[src/rtl/seg_scan_ctrl.sv]
// Time-multiplexed scan controller for an 8-digit seven-segment display.
// Drives the 3-bit digit select of the downstream digit/segment mux and
// generates the matching active-low anode and decimal-point controls. Each
// digit slot opens with a dead-time gap (all anodes off) to suppress ghosting.
// Per-digit blanking and blinking are applied, and a strobe marks every frame
// wrap.

module seg_scan_ctrl #(
    parameter int unsigned DIGIT_CYCLES = 1024,  // clk cycles per digit slot, >= 2
    parameter int unsigned DEAD_CYCLES  = 16,    // gap cycles at slot start, < DIGIT_CYCLES
    parameter int unsigned BLINK_FRAMES = 64     // frames per blink half-period, >= 1
) (
    input  logic       clk,
    input  logic       rst_n,
    input  logic       en,
    input  logic [7:0] blank_mask,
    input  logic [7:0] blink_mask,
    input  logic [7:0] dot_in,
    output logic [2:0] s,
    output logic [7:0] an,
    output logic       dp,
    output logic       frame_done
);

    localparam int unsigned CW = (DIGIT_CYCLES > 1) ? $clog2(DIGIT_CYCLES) : 1;
    localparam int unsigned FW = (BLINK_FRAMES > 1) ? $clog2(BLINK_FRAMES) : 1;

    localparam logic [CW-1:0] CNT_LAST  = CW'(DIGIT_CYCLES - 1);
    localparam logic [CW-1:0] DEAD_END  = CW'(DEAD_CYCLES);
    localparam logic [FW-1:0] FCNT_LAST = FW'(BLINK_FRAMES - 1);

    typedef enum logic {PhGap, PhShow} phase_e;

    logic [CW-1:0] cnt_q;
    logic [2:0]    s_q;
    logic [FW-1:0] fcnt_q;
    logic          blink_phase_q;
    logic          frame_done_q;

    logic   slot_wrap;
    logic   frame_wrap;
    logic   blink_wrap;
    phase_e phase;
    logic   digit_lit;

    // Wrap events; en gates all of them so a disabled cycle never wraps.
    always_comb begin
        slot_wrap  = en && (cnt_q == CNT_LAST);
        frame_wrap = slot_wrap && (s_q == 3'd7);
        blink_wrap = frame_wrap && (fcnt_q == FCNT_LAST);
    end

    // Slot counter: counts enabled cycles within the current digit slot.
    always_ff @(posedge clk or negedge rst_n) begin
        if (!rst_n) begin
            cnt_q <= '0;
        end else if (en) begin
            cnt_q <= slot_wrap ? '0 : cnt_q + 1'b1;
        end
    end

    // Digit select: advances at each slot wrap, 3-bit arithmetic wraps 7 -> 0.
    always_ff @(posedge clk or negedge rst_n) begin
        if (!rst_n) begin
            s_q <= 3'd0;
        end else if (slot_wrap) begin
            s_q <= s_q + 3'd1;
        end
    end

    // Frame counter and blink phase, both advanced only on frame wraps.
    always_ff @(posedge clk or negedge rst_n) begin
        if (!rst_n) begin
            fcnt_q        <= '0;
            blink_phase_q <= 1'b0;
        end else if (frame_wrap) begin
            fcnt_q <= blink_wrap ? '0 : fcnt_q + 1'b1;
            if (blink_wrap) begin
                blink_phase_q <= ~blink_phase_q;
            end
        end
    end

    // Frame strobe: high in the first cycle with s=0 after a 7 -> 0 wrap.
    always_ff @(posedge clk or negedge rst_n) begin
        if (!rst_n) begin
            frame_done_q <= 1'b0;
        end else begin
            frame_done_q <= frame_wrap;
        end
    end

    // Slot phase: the first DEAD_CYCLES counts of a slot keep all anodes off.
    always_comb begin
        phase = (cnt_q < DEAD_END) ? PhGap : PhShow;
    end

    // Anode and decimal-point decode; rst_n is included so the display stays
    // dark for the whole reset even if the gap were zero-length.
    always_comb begin
        digit_lit = rst_n && en && (phase == PhShow) && !blank_mask[s_q]
                    && !(blink_mask[s_q] && blink_phase_q);
        an = 8'hFF;
        if (digit_lit) begin
            an[s_q] = 1'b0;
        end
        dp = 1'b1;
        if (!an[s_q] && dot_in[s_q]) begin
            dp = 1'b0;
        end
    end

    // Output drive; the strobe is suppressed while scanning is disabled.
    always_comb begin
        s          = s_q;
        frame_done = frame_done_q && en;
    end

endmodule
[config.mk]
export PLATFORM = sky130hd
export DESIGN_NAME = seg_scan_ctrl
export DESIGN_NICKNAME = d
export VERILOG_FILES = /design/src/rtl/seg_scan_ctrl.sv
export SDC_FILE = /design/constraint.sdc
export NUM_CORES = 1
export LEC_CHECK = 0
export CORE_MARGIN = 2
export CORE_UTILIZATION = 30
export DETAILED_ROUTE_END_ITERATION = 12
export DONT_BUFFER_PORTS = 1
export PLACE_DENSITY_LB_ADDON = 0.08
export SLEW_MARGIN = 15
export SYNTH_ARGS = -nofsm -noshare
export SYNTH_HDL_FRONTEND = slang
export SYNTH_SLANG_ARGS = --single-unit
[constraint.sdc]
create_clock -name clk -period 3 [get_ports clk]
set_input_delay 0.45 -clock clk [delete_from_list [all_inputs] [get_ports clk]]
set_output_delay 0.45 -clock clk [all_outputs]
set_load 0.05 [all_outputs]
==> run metrics, run 1 <==
register area=527 sq um; iteration count of the initial detailed-routing pass=4; Global Route Usage Sum=a little over an eighth; Cells after Synth=143; Synth Warn #=0; WHS=0.287 ns; outcome=completed; sw power=0.000228 W; CP Max Fanout=9; mean post-synth cell area=9.73 sq um; Worst Path Required=~2.6 ns; most frequent cells in the layout=dfrtp_1, buf_4, nor2_1; Yosys cell types=43; PwrDens=452 nW/um^2; vias in the first global route=1066; initial antenna violation count=0; Non-Filler Instances=just over 200; dpl hpwl=2.38 mm; PortBufs=0; peak supply drop=roughly 0.00027 V; DRT Wirelength=about 3.1 mm; total setup buffers inserted after CTS=0; first-pass GRT wire length=5.26 mm; Lkg Pwr=~0.66 nW; setup total negative slack=0 ns; ys flop type=dfrtp_1; Wirelength per Cell=15.3 um; Final nets=186; CTS tree=yes; dpl cells=201; pre-CTS WS=0.481 ns; footprint of the multi-input gates=795 sq um; initial core utilization=between 30% and 40%; FP Rows=24; Slew HR=34.4%; DR vias/cell=around 5.5; critical path class=flop to output pin; Async SR Flop Fraction=between 90% and 100%; Synth Cell Area=roughly 1400 sq um; antenna cells=0; Max Buffers Root-to-Sink=2; H-tree levels=1; IO Count=40; grt total ovfl=0; total number of vias=1127; CTS sink cnt=21; Clock Tree Root=clkbuf_8; Final Max Slew Viols=0; crit-path cells=buf_4 -> nand2_1 -> o22ai_1 -> nor4_4 -> o2111ai_1 -> buf_4; layout cell share with drive strength beyond 1=17.5%; Net Count, Synth=174; part of the power in the clock network=about 27%; worst min path class=input port to flop; initial drt markers=39; Detail Route Antenna Nets=0; number of synthesized flops with an enable pin=0; Max Cap Violations=0; largest net degree at the start of global routing=22; FF+latch count, synth=21; Die X=roughly 72 um; area grow syn2layout=13.0%; die area=5200 sq um; final worst slack=0.316 ns; RePlAce Congestion=0.815; clk slew on worst S/H paths=0.08 ns; CP most frequent cell=buf_4; Core Region=4410 sq um; Comb pwr share=19.2%; Setup crit start kind=flop; DR DRC count=0; max frequency=around 370 MHz; hold_sp=en; Final Hold Vio Count=0; Net Sw Frac=around 32%; post-synthesis sequential area ratio=37.8%; clk_skew=0.00108 ns; crit path from=s[0]; clk_lat worst skew=0.26 ns; Die Y-Extent=between 70 and 80 um; RSZ-0062 raised after global routing=no; arrival time worst endpoint=2.23 ns; leading cell type in the layout, fill and taps excluded=dfrtp_1; FF-to-FF Start=s[1]; final setup vio count=0; Fill cells=roughly 470; Reg power frac=53.9%; crit path time final=2.68 ns; Pint=a little under 0.0005 W; Setup crit end kind=output pin; final worst-path cycle share=89.5%; worst slew pin tran=0.981 ns; CTS buffer count=3; Crit path largest cell delay=0.52 ns; slowest stage cell, crit path=nor4_4
stage by stage:
| stage | util, % | total power, W | instance area [sq um] |
|---|---|---|---|
| 2_1_floorplan | - | 0.000490 | 1390 |
| 3_3_place_gp | 34.4 | 0.000514 | 1520 |
| 3_5_place_dp | 34.4 | 0.000521 | 1520 |
| 4_1_cts | 35.6 | 0.000726 | 1570 |
| 5_1_grt | 35.6 | 0.000768 | 1570 |
| 6_report | 35.6 | 0.000711 | 1570 |
per-layer routing:
| layer | global-route usage (%) | part of all wire (%) |
|---|---|---|
| met1 | 17.7 | 47 |
| met2 | 20.5 | 45 |
| met3 | 3.47 | 7.5 |
| met4 | 3.35 | 0.80 |
| met5 | 0 | 0 |
state kept, by name, indices dropped and copies added (netlist names):
register	flops
blink_phase_q	1
frame_done_q	1
s	3
fcnt_q	6
cnt_q	10
cell families after synthesis:
kind of cell | synth area share (%)
simple gates | 25.4
compound gates | 16.7
mux | 4.50
buf+inv | 5.13
fa+ha+maj | 3.60
xor+xnor | 6.92
flops | 37.8
cell type report:
class	count	share of cell area, %
sequential	21	33.5
timing repair buffer	14	6.84
multi-input combinational	106	50.5
clock buffer	4	2.86
inverter	9	2.15
tap	52	4.14
final timing paths:
| kind | to | slack [ns] | cells past startpoint |
|---|---|---|---|
| worst min-delay path | cnt_q[1] | 0.29 | 1 |
| min in group asynchronous | fcnt_q[0] | 0.79 | 1 |
| worst max-delay path | an[4] | 0.32 | 6 |
| max in group asynchronous | s[2] | 1.55 | 1 |
| worst max register to register | fcnt_q[1] | 0.73 | 6 |
| worst min register to register | fcnt_q[2] | 0.50 | 1 |
power groups by stage:
stage	clock (W)	combinational [W]	sequential, W
6_report	0.000192	0.000137	0.000383
5_1_grt	0.000216	0.000156	0.000395
4_1_cts	0.000204	0.000139	0.000383
3_5_place_dp	0	0.000131	0.000389
3_3_place_gp	0	0.000127	0.000387
2_1_floorplan	0	0.000113	0.000377
what timing repair did:
action                                 CTS  global route
setup endpoints to repair                0             2
gates resized for setup                  0             1
hold buffers                             1             0
endpoints found under the hold margin   21             0
cell usage after synthesis (2+ instances only):
cell type | instances | area [sq um]
buf_2 | 6 | 30.0
xor2_1 | 4 | 35.0
o2111ai_1 | 6 | 52.6
dfrtp_1 | 21 | 526
o211ai_1 | 3 | 22.5
mux2_2 | 2 | 22.5
nor4_2 | 2 | 25.0
nand4_1 | 6 | 37.5
nand2_1 | 9 | 33.8
nand3b_1 | 5 | 37.5
a21oi_1 | 4 | 20.0
inv_1 | 8 | 30.0
o21ai_0 | 5 | 25.0
nor3_1 | 3 | 15.0
ha_1 | 4 | 50.1
o221ai_1 | 2 | 17.5
o22ai_1 | 2 | 12.5
nor2b_1 | 4 | 25.0
nand2b_1 | 3 | 18.8
xnor2_1 | 7 | 61.3
mux2i_1 | 4 | 40.0
a2111oi_0 | 2 | 17.5
nor2_1 | 11 | 41.3
worst max-delay path, delay by kind of cell, from the launching register on:
family,cells,cell delay [ns]
and+or+nand+nor,2,0.69
buffers and inverters,2,0.47
DFF,1,0.46
AOI/OAI and AO/OA,2,0.35
No activity file was read; power rests on OpenSTA's default activity.
==> run 2, diff against run 1 <==
Settings changed: ABC_AREA set to 1.
==> run 2 against run 1 <==
  * Cell count rose by 48%
  * Clock skew rose by 0.0052 ns
  * First-iteration DRC count rose by 23%
  * Non-clock buffer count fell by 1
  * Worst hold slack got worse by 0.030 ns
  * Critical path type unchanged
  * Largest cell class unchanged
  * Largest power group unchanged
==> run metrics, run 2 <==
Largest Register=cnt_q; DRT Wirelength=between 3 and 4 mm; RePlAce Congestion=about 0.74; setup total negative slack=0 ns; final setup vio count=0; post-synth top area cell=dfrtp_1; Fill cells=595; DR vias/cell=4.29; initial core utilization=30.8%; mean post-synth cell area=6.94 sq um; grt total ovfl=0; post-synthesis sequential area ratio=33.7%; Final Max Slew Viols=0; Final Hold Vio Count=0; H-tree levels=1; clk slew on worst S/H paths=0.09 ns; Slew HR=33.6%; Final nets=267; PortBufs=0; DR DRC count=0; final worst-path cycle share=about three quarters; Yosys cell types=27; leading cell type in the layout, fill and taps excluded=nand2_1; register area=526 sq um; Setup crit start kind=flop; initial antenna violation count=0; final worst slack=roughly 0.73 ns; dpl hpwl=around 2.6 mm; Lkg Pwr=0.961 nW; initial drt markers=48; Global Route Usage Sum=12.2%; Worst Reg-to-Reg Cells=7; Max Buffers Root-to-Sink=2; critical path class=flop to output pin; Reg2Reg Setup Slack=1.15 ns; Crit path largest cell delay=~0.54 ns; most frequent cells in the layout=nand2_1, inv_1, dfrtp_1; clk_lat worst skew=roughly 0.27 ns; ys flop type=dfrtp_1; number of synthesized flops with an enable pin=0; area share of the largest cell type after synthesis=33.7%; pre-CTS WS=about 0.99 ns; Core Util, Final=approximately 34%; Worst Hold Depth=1; iteration count of the initial detailed-routing pass=4; die area=5800 sq um; antenna cells=0; IO Count=40; total setup buffers inserted after CTS=0; Largest register FFs=10; area grow syn2layout=11.8%; Synth Cell Area=1560 sq um; Design Power=0.000747 W; CP most frequent cell=nand2_1; Max Cap Violations=0; Synth Warn #=0; Worst Hold Endpoint=cnt_q[0]; crit path time final=roughly 2.3 ns; max frequency=roughly 440 MHz; Async SR Flop Fraction=100%; Detail Route Antenna Nets=0; worst slew pin tran=0.993 ns; vias in the first global route=1271; Core Region=5070 sq um; largest net degree at the start of global routing=22; post_cts resized=0; Cells after Synth=225; most frequent cell after synthesis=nand2_1; peak supply drop=0.000203 V; CTS buffer count=3; Die Y-Extent=76.1 um; footprint of the multi-input gates=around 860 sq um; RR Endpoint=fcnt_q[2]; CTS sink cnt=21; Worst Path Required=2.55 ns; arrival time worst endpoint=1.82 ns; slowest stage cell, crit path=dfrtp_1; RSZ-0062 raised after global routing=no; Wirelength per Cell=between 10 and 15 um; outcome=completed; Net Count, Synth=256; total number of vias=around 1300; CP Max Fanout=16; Clock Tree Root=clkbuf_8; FF+latch count, synth=21; cell family contributing the most delay on the critical path=simple AND/OR/NAND/NOR gates; WP buf/inv=2; Non-Filler Instances=305; Setup crit end kind=output pin; leading post-synthesis cells by cell area=dfrtp_1, nand2_1, inv_1; PwrDens=428 nW/um^2; first-pass GRT wire length=between 5 and 6 mm; top cells by count, synth=nand2_1, inv_1, dfrtp_1, nand3_1, nor2_1; clk_skew=0.00628 ns; crit-path cells=inv_4 -> nand2_1 -> nand2_1 -> nand2_1 -> nand2_1 -> nand2_1 -> nand2_1 -> nor2_4 -> nand3_1 -> buf_4; hold_sp=en; FF-to-FF Start=s[0]; Die X=76.1 um; worst min path class=input port to flop; layout cell share with drive strength beyond 1=15.7%; CTS tree=yes; dpl cells=300; FP Rows=26
-- run 2: cell types whose count changed after synthesis, sizes merged, moves of 6 or more --
cell,delta
nand4,-6
nand3,+18
nor3,+6
nand2,+86
inv,+24
xnor2,-7
o2111ai,-6
-- run 2: layout make-up --
cell class	count	area share [%]
clock buffer	3	2.37
multi-input combinational	164	49.2
inverter	33	7.24
timing repair buffer	13	5.73
tap	70	5.02
sequential	21	30.1
clock inverter	1	0.287
-- run 2: metrics by stage --
step	hold slack [ns]	instance area, sq um
floorplan	0.154	1560
global placement	0.155	1690
detailed placement	0.155	1690
CTS	0.245	1750
global route	0.241	1750
finish	0.256	1750
-- run 2: repair_timing --
| item | 4_1_cts | 5_1_grt |
|---|---|---|
| hold buffers | 1 | 0 |
| endpoints found under the setup margin | 0 | 0 |
| endpoints found under the hold margin | 21 | 0 |
-- run 2: routing by layer --
metal / GRT usage, % / share of wire (%)
met1: 15.8 / 49
met2: 21.0 / 46
met3: 3.67 / 4.3
met4: 1.09 / 0.33
met5: 0 / 0
-- run 2: worst max-delay path by stage --
stage | startpoint | endpoint | slack, ns | cells after the start
floorplan | s[0] | an[0] | 0.75 | 11
finish | s[0] | an[0] | 0.73 | 10
global placement | s[0] | an[0] | 0.98 | 10
global route | s[0] | dp | 0.50 | 10
CTS | s[0] | an[0] | 0.68 | 10
detailed placement | s[0] | an[0] | 0.99 | 10
-- run 2: where the power goes --
group / switching [W] / internal, W / leakage (nW)
sequential: 0.0000453 / 0.000327 / 0.242
clock: 0.000102 / 0.0000928 / 0.0255
combinational: 0.000117 / 0.0000628 / 0.693
total: 0.000264 / 0.000482 / 0.961
-- run 2: cell families after synthesis --
| logic type | count (synthesis) | share of synthesized area (%) |
|---|---|---|
| DFF | 21 | 33.7 |
| AOI/OAI and AO/OA | 14 | 4.65 |
| buffers and inverters | 40 | 11.3 |
| and+or+nand+nor | 139 | 43.3 |
| adders and majority gates | 4 | 3.21 |
| xor gates and xnor gates | 7 | 3.93 |
-- run 2: worst reg2reg max path, stage by stage (launching register included) --
cell and delay, ns:
dfrtp_1 0.54, buf_4 0.35, ha_1 0.20, ha_1 0.20
inv_1 0.11, nor2_8 0.18, nand2_1 0.07, a21oi_1 0.11
